[src/rtl/key_sched_pkg.sv]
// Shared types and constants for the key event scheduler.
package key_sched_pkg;

  typedef enum logic [1:0] {
    S_IDLE  = 2'd0,
    S_ISSUE = 2'd1,
    S_GAP   = 2'd2
  } sched_state_t;

  localparam int CNT_W = 16;

  function automatic int key_clog2(input int value);
    int r;
    r = 0;
    for (int i = 0; i < 31; i++) begin
      if ((32'sd1 <<< i) < value) r = i + 1;
    end
    return r;
  endfunction

endpackage

[src/rtl/key_event_sched_if.sv]
// Event handshake bundle between the scheduler (master) and its consumer (slave).
interface key_event_sched_if #(
  parameter int N    = 5,
  parameter int ID_W = 3
) ();
  logic [N-1:0]    key_pulse;
  logic            ev_ready;
  logic            ev_valid;
  logic [ID_W-1:0] ev_id;
  logic [N-1:0]    pending;
  logic            overflow;
  logic            busy;

  modport master (
    input  key_pulse, ev_ready,
    output ev_valid, ev_id, pending, overflow, busy
  );

  modport slave (
    output key_pulse, ev_ready,
    input  ev_valid, ev_id, pending, overflow, busy
  );
endinterface

[src/rtl/key_rr_pick.sv]
// Round-robin picker: first set request at or after i_ptr, wrapping past N-1.
module key_rr_pick
  import key_sched_pkg::*;
#(
  parameter int N     = 5,
  parameter int IDX_W = key_clog2(N)
) (
  input  logic [N-1:0]     i_req,
  input  logic [IDX_W-1:0] i_ptr,
  output logic [N-1:0]     o_grant,
  output logic [IDX_W-1:0] o_idx,
  output logic             o_any
);

  localparam logic [N-1:0] ONE = {{(N-1){1'b0}}, 1'b1};

  int           w_j;
  logic         w_hit;
  logic [N-1:0] w_bit;

  // Scan positions ptr, ptr+1, ... modulo N; the first hit locks the result.
  always_comb begin
    o_grant = '0;
    o_idx   = '0;
    o_any   = 1'b0;
    w_j     = 0;
    w_hit   = 1'b0;
    w_bit   = '0;
    for (int k = 0; k < N; k++) begin
      w_j     = (int'(i_ptr) + k >= N) ? int'(i_ptr) + k - N : int'(i_ptr) + k;
      w_bit   = ONE << w_j;
      w_hit   = ~o_any & (|(i_req & w_bit));
      o_grant = o_grant | (w_hit ? w_bit : '0);
      o_idx   = w_hit ? w_j[IDX_W-1:0] : o_idx;
      o_any   = o_any | w_hit;
    end
  end

endmodule

[src/rtl/key_event_sched.sv]
// Queues per-key press pulses and issues them round-robin as a valid/ready
// event stream with a programmable idle gap after each accepted event.
module key_event_sched
  import key_sched_pkg::*;
#(
  parameter int               N    = 5,
  parameter int               ID_W = 3,
  parameter logic [CNT_W-1:0] GAP  = 16'd255
) (
  input  logic          clk,
  input  logic          rst_n,
  key_event_sched_if.master io
);

  sched_state_t     r_state;
  logic [N-1:0]     r_pending;
  logic [ID_W-1:0]  r_ptr;
  logic [ID_W-1:0]  r_ev_id;
  logic [CNT_W-1:0] r_cnt;
  logic             r_ev_valid;
  logic             r_overflow;
  logic             r_busy;

  logic [N-1:0]     w_grant;
  logic [N-1:0]     w_clr;
  logic [ID_W-1:0]  w_idx;
  logic             w_any;

  key_rr_pick #(.N(N), .IDX_W(ID_W)) u_pick (
    .i_req   (r_pending),
    .i_ptr   (r_ptr),
    .o_grant (w_grant),
    .o_idx   (w_idx),
    .o_any   (w_any)
  );

  // A grant is only taken while idle; it clears the winner's pending bit.
  always_comb begin
    w_clr = '0;
    if (r_state == S_IDLE && w_any) begin
      w_clr = w_grant;
    end else begin
      w_clr = '0;
    end
  end

  // Pending queue, coalesce flag and the issue/gap state machine.
  always_ff @(posedge clk or negedge rst_n) begin
    if (!rst_n) begin
      r_state    <= S_IDLE;
      r_pending  <= '0;
      r_ptr      <= '0;
      r_ev_id    <= '0;
      r_cnt      <= '0;
      r_ev_valid <= 1'b0;
      r_overflow <= 1'b0;
      r_busy     <= 1'b0;
    end else begin
      // A new pulse on the bit being granted re-arms it rather than coalescing.
      r_pending  <= (r_pending & ~w_clr) | io.key_pulse;
      r_overflow <= |(io.key_pulse & r_pending & ~w_clr);
      case (r_state)
        S_IDLE: begin
          if (w_any) begin
            r_ev_id    <= w_idx;
            r_ev_valid <= 1'b1;
            r_ptr      <= (w_idx == ID_W'(N - 1)) ? '0 : w_idx + ID_W'(1);
            r_state    <= S_ISSUE;
            r_busy     <= 1'b1;
          end else begin
            r_busy     <= 1'b0;
          end
        end
        S_ISSUE: begin
          if (r_ev_valid && io.ev_ready) begin
            r_ev_valid <= 1'b0;
            if (GAP == '0) begin
              r_state <= S_IDLE;
              r_busy  <= 1'b0;
            end else begin
              r_cnt   <= GAP - 16'd1;
              r_state <= S_GAP;
              r_busy  <= 1'b1;
            end
          end else begin
            r_busy <= 1'b1;
          end
        end
        S_GAP: begin
          if (r_cnt == '0) begin
            r_state <= S_IDLE;
            r_busy  <= 1'b0;
          end else begin
            r_cnt   <= r_cnt - 16'd1;
            r_busy  <= 1'b1;
          end
        end
        default: begin
          r_state    <= S_IDLE;
          r_ev_valid <= 1'b0;
          r_busy     <= 1'b0;
        end
      endcase
    end
  end

  assign io.ev_valid = r_ev_valid;
  assign io.ev_id    = r_ev_id;
  assign io.pending  = r_pending;
  assign io.overflow = r_overflow;
  assign io.busy     = r_busy;

endmodule

[src/flat_wrapper.sv]
// flat-port wrapper written by rule: the top's interface ports become plain ports
module key_event_sched_flat import key_sched_pkg::*;
#(
  parameter int               N    = 5,
  parameter int               ID_W = 3,
  parameter logic [CNT_W-1:0] GAP  = 16'd255
)
  (clk, rst_n, io_key_pulse, io_ev_ready, io_ev_valid, io_ev_id, io_pending, io_overflow, io_busy);
  key_event_sched_if #(.N(N), .ID_W(ID_W)) io_i ();
  input  logic clk;
  input  logic rst_n;
  input wire logic [$bits(io_i.key_pulse)-1:0] io_key_pulse;
  input wire logic [$bits(io_i.ev_ready)-1:0] io_ev_ready;
  output wire logic [$bits(io_i.ev_valid)-1:0] io_ev_valid;
  output wire logic [$bits(io_i.ev_id)-1:0] io_ev_id;
  output wire logic [$bits(io_i.pending)-1:0] io_pending;
  output wire logic [$bits(io_i.overflow)-1:0] io_overflow;
  output wire logic [$bits(io_i.busy)-1:0] io_busy;
  assign io_i.key_pulse = io_key_pulse;
  assign io_i.ev_ready = io_ev_ready;
  assign io_ev_valid = io_i.ev_valid;
  assign io_ev_id = io_i.ev_id;
  assign io_pending = io_i.pending;
  assign io_overflow = io_i.overflow;
  assign io_busy = io_i.busy;
  key_event_sched #(.N(N), .ID_W(ID_W), .GAP(GAP)) u_core (.clk(clk), .rst_n(rst_n), .io(io_i));
endmodule
[config.mk]
export PLATFORM = sky130hd
export DESIGN_NAME = key_event_sched_flat
export DESIGN_NICKNAME = d
export VERILOG_FILES = /design/src/rtl/key_sched_pkg.sv /design/src/rtl/key_event_sched_if.sv /design/src/rtl/key_rr_pick.sv /design/src/rtl/key_event_sched.sv /design/src/flat_wrapper.sv
export SDC_FILE = /design/constraint.sdc
export NUM_CORES = 1
export LEC_CHECK = 0
export ABC_AREA = 1
export BUFFER_PORTS_ARGS = -buffer_cell sky130_fd_sc_hd__buf_2
export CORE_MARGIN = 4
export CORE_UTILIZATION = 58
export DETAILED_ROUTE_END_ITERATION = 8
export GPL_TIMING_DRIVEN = 0
export PLACE_DENSITY = 0.76
export SLEW_MARGIN = 30
export SYNTH_ARGS = -nofsm -noshare
export SYNTH_HDL_FRONTEND = slang
export SYNTH_HIERARCHICAL = 1
export SYNTH_SLANG_ARGS = --single-unit
export TNS_END_PERCENT = 5
[constraint.sdc]
create_clock -name clk -period 4.7 [get_ports clk]
set_clock_uncertainty 0.2 [all_clocks]
set_input_delay 0.47 -clock clk [delete_from_list [all_inputs] [get_ports clk]]
set_output_delay 0.47 -clock clk [all_outputs]
set_load 0.01 [all_outputs]
# ---- Word-level counts from Yosys, hierarchy flattened
# Cells that the tools add are included.
dict set report word_totals {
  reg_bits 32
  in_bits 8
  output_inout_bits 11
  word_cells 108
}
dict set report classes {
  n_addsub 11
  magnitude_cmp 5
  eq_ne 7
  shift 5
  muxes 30
  n_bitwise 27
  n_reduce_logical 15
}
# cell n
set ops {}
lappend ops {{$mux W32} 5}
lappend ops {{$shl A1 B32 Y5 const A} 5}
lappend ops {{$ge A32 B4 Y1 const B} 4}
lappend ops {{$sub A32 B4 Y32 const B} 4}
lappend ops {{$and A5 B5 Y5} 8}
lappend ops {{$mux W16} 2}
lappend ops {{$pmux W16 S2} 1}
lappend ops {{$mux W5} 6}
lappend ops {{$reduce_or A5 Y1} 6}
lappend ops {{$or A5 B5 Y5} 5}
lappend ops {{$mux W3} 6}
lappend ops {{$logic_not A16 Y1} 1}
lappend ops {{$sub A16 B1 Y16 const B} 1}
lappend ops {{$reduce_and A3 Y1} 3}
lappend ops {{$add A3 B2 Y4 const B} 2}
lappend ops {{$mux W2} 3}
lappend ops {{$ne A2 B1 Y1 const B} 3}
lappend ops {{$pmux W1 S3} 2}
lappend ops {{$pmux W2 S3} 1}
lappend ops {{$not A1 Y1} 5}
lappend ops {{$not A5 Y5} 1}
lappend ops {{$add A3 B1 Y4 const B} 1}
lappend ops {{$add A3 B3 Y4 const B} 1}
lappend ops {{$and A1 B1 Y1} 4}
lappend ops {{13 further kinds} 20}

# ---- Logic depth before layout (Yosys ltp)
dict set report logic_depth {
  ltp_word 22
  ltp_mapped 27
  mapped_depth_nobuf 26
}

# ---- By module
# The synthesis kept the hierarchy.
# mod instances cells_per_inst area_per_inst_um2 seq_area_each_um2
set modules_own_cells {}
lappend modules_own_cells {key_event_sched 1 245 1819.2 800.8}
lappend modules_own_cells {key_rr_pick 1 303 1526.5 0.0}

# ---- Worst setup path before layout
# OpenSTA, ideal clock, no wires.
dict set report synth_path {
  kind {reg-to-reg}
  startpoint {reg u_core.r_ptr[1]}
  endpoint {reg u_core.r_pending[1], in the netlist u_core/io.pending[1]}
  setup_time_ps 127
  t_arrival_ps 3095
  required_ps 4373
  setup_slack_ps 1278
  path_stages_with_launch 23
  n_path_buf 0
  period_less_slack_ps 3422
  path_cell_list {dfrtp_1 inv_1 ha_1 ha_1 inv_2 nor2_1 nor2_2 nand2_1 nand2_1 nand2_1 nor2_1 inv_1 nor2_1 nand2_1 nand2_1 nor2_4 nand4_1 nand2_1 inv_1 nand2_1 nand2_1 inv_1 or2_2}
}
dict set report synth_via {
  elab_chain_cells 22
  word_cells_on_any_way 60
  cone_classes {add/sub (9); order compare (5); shift (5); mux (11); bitwise (24); reduce/logical (6)}
}
# element line_no
set synth_rtl {}
lappend synth_rtl {{start, declared} key_event_sched.sv:17} ;# logic [ID_W-1:0] r_ptr;
lappend synth_rtl {{start signal, assigned} key_event_sched.sv:67} ;# r_ptr <= (w_idx == ID_W'(N - 1)) ? '0 : w_idx + ID_W'(1);
lappend synth_rtl {{$add A3 B1 Y4, or another cell as far along} key_rr_pick.sv:30} ;# w_j = (int'(i_ptr) + k >= N) ? int'(i_ptr) + k - N : int'(i_ptr) + k;
lappend synth_rtl {{$sub A32 B4 Y32, or another cell as far along} key_rr_pick.sv:30}
lappend synth_rtl {{$mux W32 or $shl A1 B32 Y5 (tied branches)} {key_rr_pick.sv:30, key_rr_pick.sv:31}}
lappend synth_rtl {{$shl A1 B32 Y5 or $and A5 B5 Y5 (tied branches)} {key_rr_pick.sv:31, key_rr_pick.sv:32}}
lappend synth_rtl {{$and A5 B5 Y5 or $reduce_or A5 Y1 (tied branches)} key_rr_pick.sv:32} ;# w_hit = ~o_any & (|(i_req & w_bit));
lappend synth_rtl {{$reduce_or A5 Y1 or $not A1 Y1 (tied branches)} key_rr_pick.sv:32}
lappend synth_rtl {{$and A1 B1 Y1} key_rr_pick.sv:32}
lappend synth_rtl {{$or A1 B1 Y1} key_rr_pick.sv:35} ;# o_any = o_any | w_hit;
lappend synth_rtl {{(+7 left out)} --}
lappend synth_rtl {{$and A1 B1 Y1} key_rr_pick.sv:32}
lappend synth_rtl {{$or A1 B1 Y1 (*)} key_rr_pick.sv:35}
lappend synth_rtl {{named net u_core.w_any} key_event_sched.sv:27} ;# logic w_any;
lappend synth_rtl {{$logic_and A1 B1 Y1 (*)} key_event_sched.sv:40} ;# if (r_state == S_IDLE && w_any) begin
lappend synth_rtl {{$mux W5 (*)} key_event_sched.sv:40}
lappend synth_rtl {{$not A5 Y5 (*)} key_event_sched.sv:60} ;# r_pending <= (r_pending & ~w_clr) | io.key_pulse;
lappend synth_rtl {{$and A5 B5 Y5 (*)} key_event_sched.sv:60}
lappend synth_rtl {{$or A5 B5 Y5 (*)} key_event_sched.sv:60}
lappend synth_rtl {{end signal, assigned} key_event_sched.sv:60}
lappend synth_rtl {{end, declared} key_event_sched.sv:16} ;# logic [N-1:0] r_pending;
# Mark *: on every way through the listed nets, which the timed path passes. The rest lies on a longest branch.
# A chain may end at the register's enable or synchronous reset.

# ---- Worst setup path after layout
dict set report layout_path {
  startpoint {reg u_core.r_ptr[1]}
  endpoint {reg u_core.r_pending[4], in the netlist u_core/io.pending[4]}
}
# Same word-level chain as after synthesis.

==> flow_summary.json <==
{
  "hold_viol_final": 0,
  "yosys_most_used_dff": "dfrtp_1",
  "cts_resized": 0,
  "tightest_slew_ns": 0.710,
  "crit_family": "simple AND/OR/NAND/NOR gates",
  "htreeDepth": 2,
  "slew_headroom_pct": 52.7,
  "place_area_um2": 3530,
  "die_x_um": 84.0,
  "grt_pass1_wl_um": 14200,
  "syn_avg_cell_area_um2": 6.11,
  "antenna_found_initial": 0,
  "cts_hold_buffers": 0,
  "grt_start_max_net_pins": 33,
  "firstDrtPassIters": 5,
  "num_antenna_cells": 0,
  "finalCriticalPeriod_ns": 4.21,
  "num_rows": 27,
  "die_y_um": 84.0,
  "die_area_um2": 7050,
  "rrSetupSlack_ns": 0.49,
  "worstReg2RegEnd": "u_core/io.pending[4]",
  "grt_pass1_vias": 3116,
  "synthTopCellsByArea": "dfrtp_1 24%, nand2_1 21%, nand3_1 11%, ha_1 7.9%, nor2_1 7.6%",
  "rr_worst_depth": 22,
  "drive_gt1_share_pct": 12.5,
  "vias": 3412,
  "hold_slack_ns": 0.0335,
  "cts_root_buf": "clkbuf_8",
  "setup_viol": 0,
  "via_per_inst": 5.28,
  "area_delta_synth_final_pct": 9.16,
  "drt_iter0_markers": 218,
  "r2r-start": "u_core/r_ptr[1]",
  "layout.nets": 603,
  "yosysTopAreaCellShare_pct": 23.9,
  "async_flop_share_pct": 100,
  "path_cells": "inv_1, ha_1, ha_1, inv_2, nor2_1, nor2_2, nand2_1, nand2_1, nand2_1, nor2_1, inv_1, nor2_1, nand2_1, nand2_1, nor2_4, nand4_1, nand2_1, inv_1, nand2_1, nand2_1, inv_1, or2_2",
  "start_util_pct": 60.4,
  "grt_use_total_pct": 24.1,
  "required_ns": 4.67,
  "drtAntennaViolNets": 0,
  "postCtsSetupRepairBufs": 0,
  "critical_path_class": "flip-flop to flip-flop",
  "yosys_warnings": 6,
  "grt-ovfl-total": 0,
  "layout_commonest_cell": "nand2_1",
  "cp-end-kind": "flip-flop",
  "cts.sinks": 32,
  "grt_setup_unrepaired": "no",
  "syn_area_um2": 3350,
  "clkTransAtPathRegs_ns": 0.06,
  "cpMaxStageDelayCell": "dfrtp_1",
  "coreArea_um2": 5540,
  "path_common_cell": "nand2_1",
  "cp.buffers_inverters": 5,
  "syn_inst": 548,
  "dp_hpwl_um": 6180,
  "status": "completed",
  "worst_skew_pair.late_latency_ns": 0.29,
  "drt-wirelength-per-cell_um": 12.3,
  "finish.instance_area_um2": 3650,
  "crit_path_max_incr_delay_ns": 0.56,
  "cap_violations": 0,
  "crit_path_start_kind": "flip-flop",
  "cts_inserted_buffers": 5,
  "ios": 19,
  "synth-edff-count": 0,
  "slew_violations": 0,
  "routed_wl_um": 7970,
  "yosys.area.top_type": "dfrtp_1",
  "cts_tree": "yes",
  "ys_ff_latch": 32,
  "fmax_mhz": 238,
  "cp_max_fo": 10,
  "setup_tns_ns": 0,
  "crit_arrival_ns": 4.17,
  "synth_seq_area_share_pct": 23.9,
  "post-route-drc-count": 0,
  "syn-num-nets": 578,
  "clockBufferDepth": 2,
  "post_synth_num_cell_types": 30,
  "period_share_pct": 89.5,
  "layout_common_cells": "191 x nand2_1, 72 x nand3_1, 68 x nor2_1",
  "place.gp.congestion": 0.938,
  "hold_path.class": "input port to asynchronous set/reset pin",
  "io_buffers": 18
}
## Yosys cell counts (4+ instances only)
master     n
nand2_1  191
nand3_1   72
nor2_1    68
inv_1     65
dfrtp_1   32
ha_1      21
o21ai_0   20
nand4_1   14
nand2_2   10
o21ai_2    7
a21oi_1    5
nand3_2    5
or2_2      5
buf_6      4
inv_2      4
nor2_4     4
## per-layer routing
metal	wire length, µm	up-vias	global-route usage [%]
met2	3280	102	35.4
met3	472	5	3.85
met5	0	-	0
li1	-	1790	-
met1	4170	1515	37.4
met4	43	0	4.09
## final cells by class
type,count,area (µm²)
sequential,32,801
clock buffer,7,96.3
fill,523,1890
inverter,69,259
multi-input combinational,441,2230
timing repair buffer,18,90.1
buffer,6,56.3
clock inverter,1,30.0
tap,72,90.1
## kinds of logic after synthesis
logic type / Yosys count / synth area share [%]
and+or+nand+nor: 377 / 50.1
buffers and inverters: 75 / 9.42
AOI/OAI and AO/OA: 37 / 6.73
DFF: 32 / 23.9
adders and majority gates: 22 / 8.45
xor gates and xnor gates: 5 / 1.31
## registers in the layout, summed over array words and instances (netlist names)
register,count
u_core/io.busy,1
u_core/io.ev_id,3
u_core/io.ev_valid,1
u_core/io.overflow,1
u_core/io.pending,5
u_core/r_cnt,16
u_core/r_ptr,3
u_core/r_state,2
## worst max path at each step
stage	startpoint	endpoint	cells past startpoint
floorplan	u_core/r_ptr[1]	u_core/io.pending[1]	22
global placement	u_core/r_ptr[1]	u_core/io.pending[1]	22
detailed placement	u_core/r_ptr[1]	u_core/io.pending[4]	22
CTS	u_core/r_ptr[1]	u_core/io.pending[4]	22
global route	u_core/r_ptr[1]	u_core/io.pending[4]	22
finish	u_core/r_ptr[1]	u_core/io.pending[4]	22
## worst reg2reg max path, cell delays in order (launching register included)
cell     delay, ns
dfrtp_1       0.56
inv_1         0.28
ha_1          0.27
ha_1          0.34
inv_2         0.14
nor2_1        0.08
nor2_2        0.19
nand2_1       0.15
nand2_1       0.11
nand2_1       0.07
nor2_1        0.16
inv_1         0.07
nor2_1        0.12
nand2_1       0.07
nand2_1       0.11
nor2_4        0.07
nand4_1       0.16
nand2_1       0.18
inv_1         0.27
nand2_1       0.11
nand2_1       0.07
inv_1         0.05
or2_2         0.27
## through the flow
stage	std cells	setup slack [ns]	util, %
6_report	646	0.492	65.9
5_1_grt	646	0.104	65.9
2_1_floorplan	548	1.28	-
4_1_cts	646	0.540	65.9
3_3_place_gp	638	0.628	63.6
3_5_place_dp	638	0.570	63.6
Power is not shown: default switching activity piles up to over one toggle a cycle in this logic, so the estimate is an artifact.
